--- src/rtl/jk_register_bank_pkg.sv ---
// Shared definitions for the JK register bank: mode encodings and the JK
// characteristic equation used by every storage cell.
package jk_register_bank_pkg;

  localparam logic [1:0] MODE_JK    = 2'd0;
  localparam logic [1:0] MODE_T     = 2'd1;
  localparam logic [1:0] MODE_D     = 2'd2;
  localparam logic [1:0] MODE_COUNT = 2'd3;

  // JK characteristic equation: 00 hold, 01 clear, 10 set, 11 toggle.
  function automatic logic jk_next(input logic q, input logic j, input logic k);
    return (j & ~q) | (~k & q);
  endfunction

endpackage

--- src/rtl/jk_register_bank_cell.sv ---
// Single JK storage bit with synchronous reset, set and clock enable.
// Priority is reset, then set, then enable; it also exposes the value it
// will take on the next edge so the bank can detect changes.
module jk_cell
  import jk_register_bank_pkg::*;
(
  input  logic i_clk,
  input  logic i_r,
  input  logic i_s,
  input  logic i_ce,
  input  logic i_j,
  input  logic i_k,
  input  logic i_init,
  input  logic i_set,
  output logic o_q,
  output logic o_q_next
);

  logic r_q;

  assign o_q = r_q;

  // Next-state selection in priority order: reset, set, enable, hold.
  always_comb begin
    o_q_next = r_q;
    if (i_r) begin
      o_q_next = i_init;
    end else if (i_s) begin
      o_q_next = i_set;
    end else if (i_ce) begin
      o_q_next = jk_next(r_q, i_j, i_k);
    end
  end

  // State register; reset and set are folded into the next-state logic.
  always_ff @(posedge i_clk) begin
    r_q <= o_q_next;
  end

endmodule

--- src/rtl/jk_register_bank.sv ---
// WIDTH-bit bank of JK cells with run-time mode select: per-bit JK, T or D,
// or the whole bank as an up/down counter built from the same JK cells.
// Tc is a combinational terminal-count flag for cascading; Changed reports
// whether the previous edge altered Qout (reset edges never count).
module jk_register_bank
  import jk_register_bank_pkg::*;
#(
  parameter int               WIDTH     = 8,
  parameter logic [WIDTH-1:0] INIT      = {WIDTH{1'b0}},
  parameter logic [WIDTH-1:0] SET_VALUE = {WIDTH{1'b1}}
) (
  input  logic             Clk,
  input  logic             R,
  input  logic             S,
  input  logic             CE,
  input  logic [1:0]       Mode,
  input  logic [WIDTH-1:0] J,
  input  logic [WIDTH-1:0] K,
  input  logic             Dir,
  output logic [WIDTH-1:0] Qout,
  output logic             Tc,
  output logic             Changed
);

  logic [WIDTH-1:0] w_q;
  logic [WIDTH-1:0] w_q_next;
  logic [WIDTH-1:0] w_j;
  logic [WIDTH-1:0] w_k;
  logic [WIDTH-1:0] w_carry;
  logic             r_changed;

  assign Qout    = w_q;
  assign Changed = r_changed;

  // Count-enable chain: bit i toggles when every lower bit is 1 (up) or 0
  // (down); bit 0 always toggles. Each term is a flat reduction so the
  // chain has no combinational self-dependency.
  genvar gi;
  generate
    for (gi = 0; gi < WIDTH; gi++) begin : g_bit
      if (gi == 0) begin : g_lsb
        assign w_carry[gi] = 1'b1;
      end else begin : g_upper
        assign w_carry[gi] = Dir ? ~(|w_q[gi-1:0]) : (&w_q[gi-1:0]);
      end

      jk_cell u_cell (
        .i_clk    (Clk),
        .i_r      (R),
        .i_s      (S),
        .i_ce     (CE),
        .i_j      (w_j[gi]),
        .i_k      (w_k[gi]),
        .i_init   (INIT[gi]),
        .i_set    (SET_VALUE[gi]),
        .o_q      (w_q[gi]),
        .o_q_next (w_q_next[gi])
      );
    end
  endgenerate

  // Mode decode: map the external J/K (or the count chain) onto cell J/K.
  always_comb begin
    w_j = J;
    w_k = K;
    case (Mode)
      MODE_JK: begin
        w_j = J;
        w_k = K;
      end
      MODE_T: begin
        w_j = J;
        w_k = J;
      end
      MODE_D: begin
        w_j = J;
        w_k = ~J;
      end
      default: begin
        w_j = w_carry;
        w_k = w_carry;
      end
    endcase
  end

  // Terminal count: all-ones going up or all-zeros going down, COUNT mode only.
  assign Tc = (Mode == MODE_COUNT) &&
              (Dir ? (w_q == {WIDTH{1'b0}}) : (w_q == {WIDTH{1'b1}}));

  // Change flag: compare the value being loaded with the current one.
  always_ff @(posedge Clk) begin
    if (R) begin
      r_changed <= 1'b0;
    end else begin
      r_changed <= (w_q_next != w_q);
    end
  end

endmodule

--- config.mk ---
export PLATFORM = sky130hd
export DESIGN_NAME = jk_register_bank
export DESIGN_NICKNAME = d
export VERILOG_FILES = /design/src/rtl/jk_register_bank_pkg.sv /design/src/rtl/jk_register_bank_cell.sv /design/src/rtl/jk_register_bank.sv
export SDC_FILE = /design/constraint.sdc
export NUM_CORES = 1
export LEC_CHECK = 0
export CAP_MARGIN = 20
export CORE_MARGIN = 3
export CORE_UTILIZATION = 43
export CTS_BUF_LIST = sky130_fd_sc_hd__clkbuf_8
export DETAILED_ROUTE_END_ITERATION = 16
export PLACE_DENSITY = 0.78
export SETUP_SLACK_MARGIN = 0.2
export SYNTH_ARGS = -nofsm -noshare
export SYNTH_HDL_FRONTEND = slang
export SYNTH_HIERARCHICAL = 1
export SYNTH_SLANG_ARGS = --single-unit
--- constraint.sdc ---
create_clock -name Clk -period 2.3 [get_ports Clk]
set_clock_uncertainty 0.05 [all_clocks]
set_input_delay 0.345 -clock Clk [delete_from_list [all_inputs] [get_ports Clk]]
set_output_delay 0.345 -clock Clk [all_outputs]
set_load 0.05 [all_outputs]
==> results of run 1 <==
## placed cells by master, fill, tap and decap left out, drive strengths merged, types with 6 or more instances in the layout
cell type	instances
buf	29
nor2	8
nand2	8
a21oi	31
o21ai	6
a311o	8
conb	16
clkdlybuf4s50	27
dfxtp	9
nor2b	12
xor2	8
## flip-flops by register name (all words and copies together), names as in the netlist
signal,flops
g_bit.u_cell/o_q,8
Changed,1
## report_power, final
part / switching, mW / internal [mW] / leakage [nW] / total, mW
sequential: 0.0275 / 0.174 / 0.0767 / 0.201
combinational: 0.193 / 0.173 / 0.615 / 0.366
clock: 0.0672 / 0.117 / 0.0269 / 0.184
## through the flow
stage	TNS (ns)	setup slack (ns)	utilization (%)	instances
floorplan	0	0.0357	-	155
global placement	-0.591	-0.523	70.9	225
detailed placement	-0.808	-0.618	70.9	225
CTS	-0.0727	-0.0727	75.0	235
global route	-0.196	-0.196	77.7	239
finish	-0.104	-0.104	77.7	239
## critical path, stage by stage, from the launching register on
cell and delay [ns]:
dfxtp_4 0.36, nor4b_4 0.36, buf_4 0.18, buf_4 0.10
nand3b_1 0.08, a31oi_1 0.15, a21oi_1 0.08, a311o_1 0.29
a21oi_2 0.16, xor2_1 0.09, nor4_1 0.27, a21oi_1 0.10
## what timing repair did
| item | 4_1_cts | 5_1_grt |
|---|---|---|
| endpoints found under the setup margin | 3 | 3 |
| pin swaps | 10 | 14 |
| setup buffers | 6 | 4 |
| hold buffers | 0 | 0 |
| resized for setup | 6 | 8 |
## metal layers
| metal | vias to the layer above | share of wire [%] | GRT usage (%) |
|---|---|---|---|
| met3 | 7 | 4.6 | 2.80 |
| met5 | - | 0 | 0 |
| met2 | 44 | 47 | 33.6 |
| li1 | 665 | - | - |
| met1 | 597 | 46 | 27.0 |
| met4 | 0 | 1.7 | 7.99 |
## cell type report
type | instances | area share, %
Clock inverter | 1 | 0.214
Sequential cell | 9 | 11.1
Tap cell | 28 | 2.00
Clock buffer | 3 | 2.36
Timing Repair Buffer | 60 | 31.6
Inverter | 3 | 0.643
Multi-Input combinational cell | 135 | 52.1
## worst paths after layout
kind / endpoint / slack [ns] / cells past startpoint
hold / removal: g_bit[2].u_cell/o_q / 0.66 / 2
hold reg to reg: g_bit[2].u_cell/o_q / 0.66 / 2
setup reg to reg: Changed / -0.10 / 11
setup / recovery: Changed / -0.10 / 11
## cell families after synthesis
kind of cell	Yosys count	share of synthesized area, %
simple gates	47	27.1
other cells	2	0.716
xor+xnor	9	7.52
flops	9	17.2
buf+inv	11	4.77
compound gates	60	39.7
mux	3	2.98
==> results.py, run 1 <==
metrics = {
    "logic_synthesis": {
        "synth_edf_count": 0,
        "yosysMostFrequentCell": "a21oi_1",
        "ys_seq_area_share_pct": 17.2,
        "ys.flop_type": "dfxtp_1",
        "ys_ff_latch": 9,
        "synth_warnings": 6,
        "synth_area_leaders": "dfxtp_1 (17%), a21oi_1 (11%), a311o_1 (7.6%), nor2b_1 (7.2%), a21oi_2 (6.7%)",
        "syn_inst": 141,
        "synthTopCellsByCount": "a21oi_1 (23), nor2b_1 (12), dfxtp_1 (9)",
        "synth_top_area_share_pct": 17.2,
        "syn_area_um2": 1050,
        "avgSynthCellArea_um2": 7.44,
        "synth_top_cell_by_area": "dfxtp_1",
        "yosysUniqueCellTypes": 37,
        "async_flop_share_pct": 0,
    },
    "detailed_routing": {
        "drtAntennaViolNets": 0,
        "wire_per_inst_um": 13.8,
        "dr.pass1.iters": 4,
        "viasPerCell": 5.49,
        "routed_wl_mm": 3.29,
        "drc": 0,
        "drtIter0Drc": 26,
        "num_vias": 1313,
    },
    "clock_network": {
        "htreeDepth": 1,
        "cts_max_path_buffers": 2,
        "cts_buffers": 3,
        "cts.clk_slew.worst_paths_ns": 0.05,
        "cts_sinks": 9,
        "clk_latency_ns": 0.24,
        "cts_tree": "built",
        "ctsRootBufferMaster": "clkbuf_8",
    },
    "timing": {
        "grt_setup_unrepaired": "true",
        "worstMarginPinSlew_ns": 0.511,
        "min_period_ns": 2.40,
        "worst_hold_slack_ns": 0.656,
        "finalSetupViolations": 1,
        "layout_setup_ws_ns": -0.104,
        "relSlewSlack_pct": 65.8,
        "fmax_ghz": 0.416,
        "hold_violations": 0,
        "slew_viol_final": 0,
        "fin_crit_sh_pct": 105,
    },
    "grt": {
        "grt_antenna_before_repair": 0,
        "grt.overflow.total": 0,
        "grt_max_degree": 18,
        "grt_pass1_vias": 1184,
        "grt_util_all_layers_pct": 20.5,
        "grt_first_pass_wirelength_mm": 5.29,
    },
    "setup_path": {
        "crit_fanout": 5,
        "worstPathRequired_ns": 2.35,
        "worstReg2RegStart": "g_bit[1].u_cell/o_q",
        "critPathCaptureType": "flop",
        "critPathKind": "reg -> reg",
        "worst_ep_arrival_time_ns": 2.45,
        "cp-startpoint": "g_bit[1].u_cell/o_q",
        "cp-start-kind": "flop",
    },
    "flow_run": {
        "drv_cap": 0,
    },
    "placement": {
        "gp_congestion": 0.863,
        "portBuffers": 32,
        "dp_hpwl_mm": 2.29,
        "placed_area_um2": 1600,
    },
    "min_path": {
        "min-delay-start": "g_bit[2].u_cell/o_q",
        "hold_class": "reg -> reg",
    },
    "pwr": {
        "peakVddDrop_v": 0.000488,
        "leakagePower_nw": 0.719,
        "power_density_nw_per_um2": 429,
        "finalPower_mw": 0.751,
    },
    "floorplanning": {
        "num_rows": 17,
        "ios": 33,
        "die_area_um2": 3070,
        "initial_utilization_pct": 46.5,
        "die_h_um": 55.4,
        "core_area_um2": 2250,
        "die_x_um": 55.4,
    },
    "layout": {
        "n_antenna_cell": 0,
        "fin_area_um2": 1750,
        "drive_gt1_share_pct": 27.5,
        "syn2layout_area_growth_pct": 67.1,
        "finalNetCount": 235,
        "multi_input_area_um2": 913,
        "seq_area_um2": 194,
        "nFillCells": 180,
    },
    "outcome": {
        "run_status": "finished with violations",
        "violations": "negative setup slack",
    },
}
Note: power is estimated with default switching activity, not from simulation.
==> run 2, diff against run 1 <==
--- a/config.mk
+++ b/config.mk
@@ -7,12 +7,11 @@
 export LEC_CHECK = 0
 export CAP_MARGIN = 20
 export CORE_MARGIN = 3
-export CORE_UTILIZATION = 43
+export CORE_UTILIZATION = 44
 export CTS_BUF_LIST = sky130_fd_sc_hd__clkbuf_8
 export DETAILED_ROUTE_END_ITERATION = 16
 export PLACE_DENSITY = 0.78
 export SETUP_SLACK_MARGIN = 0.2
 export SYNTH_ARGS = -nofsm -noshare
 export SYNTH_HDL_FRONTEND = slang
-export SYNTH_HIERARCHICAL = 1
 export SYNTH_SLANG_ARGS = --single-unit
==> run 2 against run 1 <==
Net effect: the flow now finishes without violations; setup slack better by 0.29 ns; synthesized cell count is 13% higher; hold slack worse by 0.11 ns; first-iteration DRC count grew to 3.3 times the previous value; die area is 4.6% higher; sequential share of layout area is 0.12 points higher; largest power group unchanged; final cell count is 4.6% lower; critical endpoint is now Tc; register-to-register slack better by 0.32 ns; global-route usage is 2.9 points higher; largest cell class unchanged.
==> results.py, run 2 <==
metrics = {
    "floorplanning": {
        "initial_utilization_pct": 48.7,
        "core_area_um2": 2320,
        "die_area_um2": 3210,
        "ios": 33,
        "num_rows": 17,
        "die_h_um": 56.6,
        "die_x_um": 56.6,
    },
    "setup_path": {
        "critPathKind": "reg -> out",
        "timing.rr.end": "Changed",
        "critPathSlowestCell": "or3_4",
        "critPathCaptureType": "output pin",
        "cp-start-kind": "flop",
        "path_cells": "or3_4 -> nor4_4 -> nand2_1 -> a21oi_2 -> buf_12",
        "path_buf_inv": 1,
        "cp_top_family": "simple AND/OR/NAND/NOR gates",
        "critical_path_depth": 5,
        "max_stage_delay_ns": 0.45,
        "rr_worst_depth": 6,
        "worst_ep_arrival_time_ns": 1.72,
        "regToRegSetupSlack_ns": 0.22,
        "worstPathRequired_ns": 1.90,
        "worstReg2RegStart": "g_bit[1].u_cell.o_q",
        "crit_fanout": 7,
    },
    "grt": {
        "grt.overflow.total": 0,
        "grt_pass1_vias": 1285,
        "grt_max_degree": 13,
        "grt_first_pass_wirelength_mm": 5.84,
        "grt_antenna_before_repair": 0,
        "grt_util_all_layers_pct": 23.4,
    },
    "min_path": {
        "holdPathEnd": "g_bit[2].u_cell.o_q",
        "min_path_cells": 2,
        "hold_class": "reg -> reg",
        "min-delay-start": "g_bit[2].u_cell.o_q",
    },
    "timing": {
        "hold_violations": 0,
        "worst_hold_slack_ns": 0.546,
        "finalSetupViolations": 0,
        "worstMarginPinSlew_ns": 0.509,
        "fin_crit_sh_pct": 92.0,
        "grt_setup_unrepaired": "true",
        "fmax_ghz": 0.473,
        "slew_viol_final": 0,
        "min_period_ns": 2.12,
        "relSlewSlack_pct": 66.0,
        "layout_setup_ws_ns": 0.185,
        "fin_tns_setup_ns": 0,
    },
    "clock_network": {
        "cts_buffers": 3,
        "ctsRootBufferMaster": "clkbuf_8",
        "cts_max_path_buffers": 2,
        "clk_latency_ns": 0.24,
        "cts_sinks": 9,
        "cts.clk_slew.worst_paths_ns": 0.05,
        "htreeDepth": 1,
        "cts_tree": "built",
    },
    "pwr": {
        "finalPower_mw": 0.709,
        "leakagePower_nw": 0.672,
        "p_sw_mw": 0.271,
        "clock_power_share_pct": 27.0,
        "internal_power_mw": 0.438,
        "p_seq_share_pct": 28.1,
        "comb_power_share_pct": 44.9,
        "swShare_pct": 38.2,
        "power_density_nw_per_um2": 431,
        "peakVddDrop_v": 0.000330,
    },
    "layout": {
        "final_common_cell": "buf_4",
        "most-common-layout-cells": "buf_4 (28), clkdlybuf4s50_1 (25), a21oi_1 (17), nor2_1 (17)",
        "syn2layout_area_growth_pct": 45.7,
        "largest_reg_flops": 8,
        "drive_gt1_share_pct": 21.5,
        "n_antenna_cell": 0,
        "finalNetCount": 224,
    },
    "logic_synthesis": {
        "synthTopCellsByCount": "a21oi_1 (18), nor2_1 (17), buf_4 (9), dfxtp_1 (9)",
        "async_flop_share_pct": 0,
        "yosysMostFrequentCell": "a21oi_1",
        "avgSynthCellArea_um2": 7.05,
        "ys_ff_latch": 9,
        "synth_edf_count": 0,
        "ys_seq_area_share_pct": 16.0,
        "synth_area_leaders": "dfxtp_1 (16%), a21oi_1 (8.0%), buf_4 (6.0%), nor2_1 (5.7%), nor2b_1 (3.9%)",
        "synth_top_cell_by_area": "dfxtp_1",
        "syn_area_um2": 1130,
        "ys.flop_type": "dfxtp_1",
        "yosysUniqueCellTypes": 51,
        "synth_warnings": 0,
        "syn_inst": 160,
        "syn_nets": 183,
        "synth_top_area_share_pct": 16.0,
    },
    "detailed_routing": {
        "viasPerCell": 6.22,
        "dr.pass1.iters": 6,
        "routed_wl_mm": 3.66,
        "wire_per_inst_um": 16.0,
        "drc": 0,
        "num_vias": 1419,
        "drtIter0Drc": 86,
        "drtAntennaViolNets": 0,
    },
    "flow_run": {
        "drv_cap": 0,
    },
    "placement": {
        "portBuffers": 32,
        "gp_congestion": 0.984,
        "post-place-ws_ns": -0.221,
        "dp_hpwl_mm": 2.83,
    },
    "outcome": {
        "run_status": "complete, no violations",
    },
}
run 2: cell types whose count changed after synthesis, moves of 3 or more:
cell | before | now
a221o_1 | 1 | 4
xor2_1 | 8 | 0
a21oi_2 | 8 | 0
nor2_1 | 8 | 17
a21oi_1 | 23 | 18
nor3_1 | 1 | 6
nor2b_1 | 12 | 7
a311o_1 | 8 | 0
clkbuf_1 | 3 | 7
a311oi_1 | 3 | 0
o21ai_1 | 0 | 3
o31ai_1 | 0 | 3
buf_4 | 1 | 9
run 2: kinds of logic (layout without fill, tap and decap cells):
family	Yosys count	after routing	share of synthesized area (%)
multiplexers	2	2	1.88
buffers and inverters	28	68	14.2
flip-flops	9	9	16.0
AND/OR/NAND/NOR	60	60	30.0
AO/OA/AOI/OAI	60	60	37.1
XOR/XNOR	1	1	0.776
run 2: power groups by stage:
stage                     registers, mW  clock network (mW)  logic [mW]
after floorplan                   0.185                   0       0.207
after global placement            0.198                   0       0.301
after detailed placement          0.199                   0       0.306
after CTS                         0.198               0.192       0.310
after global routing              0.202               0.212       0.338
final                             0.199               0.191       0.318
run 2: timing repair:
item,in CTS,in global routing
endpoints found under the setup margin,3,5
resized for setup,11,3
pin swaps,4,0
hold buffers,0,0
setup buffers,2,0
run 2: final cells by class:
cell class	instances	area [um^2]
Multi-Input combinational cell	123	825
Fill cell	183	674
Timing Repair Buffer	60	541
Sequential cell	9	184
Clock buffer	3	41.3
Tap cell	28	35.0
Inverter	4	15.0
Clock inverter	1	3.75
run 2: worst min-delay path, stage by stage, from the launching register on:
cell and delay [ns]:
dfxtp_2 0.37, a21oi_1 0.14, nor2_1 0.04
run 2: metrics by stage:
| stage | utilization (%) | area (um^2) | instances |
|---|---|---|---|
| floorplan | - | 1130 | 160 |
| global placement | 66.8 | 1550 | 222 |
| detailed placement | 66.8 | 1550 | 222 |
| CTS | 70.2 | 1630 | 228 |
| global route | 70.9 | 1640 | 228 |
| finish | 70.9 | 1640 | 228 |
run 2: layer usage:
| metal | routed length (um) | vias to the layer above | part of all wire (%) | GRT usage [%] |
|---|---|---|---|---|
| li1 | - | 670 | - | - |
| met1 | 1490 | 640 | 41 | 29.4 |
| met2 | 1650 | 87 | 45 | 37.3 |
| met3 | 352 | 22 | 9.6 | 5.06 |
| met4 | 168 | 0 | 4.6 | 11.9 |
| met5 | 0 | - | 0 | 0 |
run 2: worst max path at each step:
stage / from / to / slack, ns
global placement: Mode[1] / Changed / -0.19
floorplan: g_bit[1].u_cell.o_q / Tc / 0.24
finish: g_bit[1].u_cell.o_q / Tc / 0.18
global route: g_bit[1].u_cell.o_q / Tc / 0.11
detailed placement: Mode[0] / Changed / -0.22
CTS: J[3] / Changed / 0.20
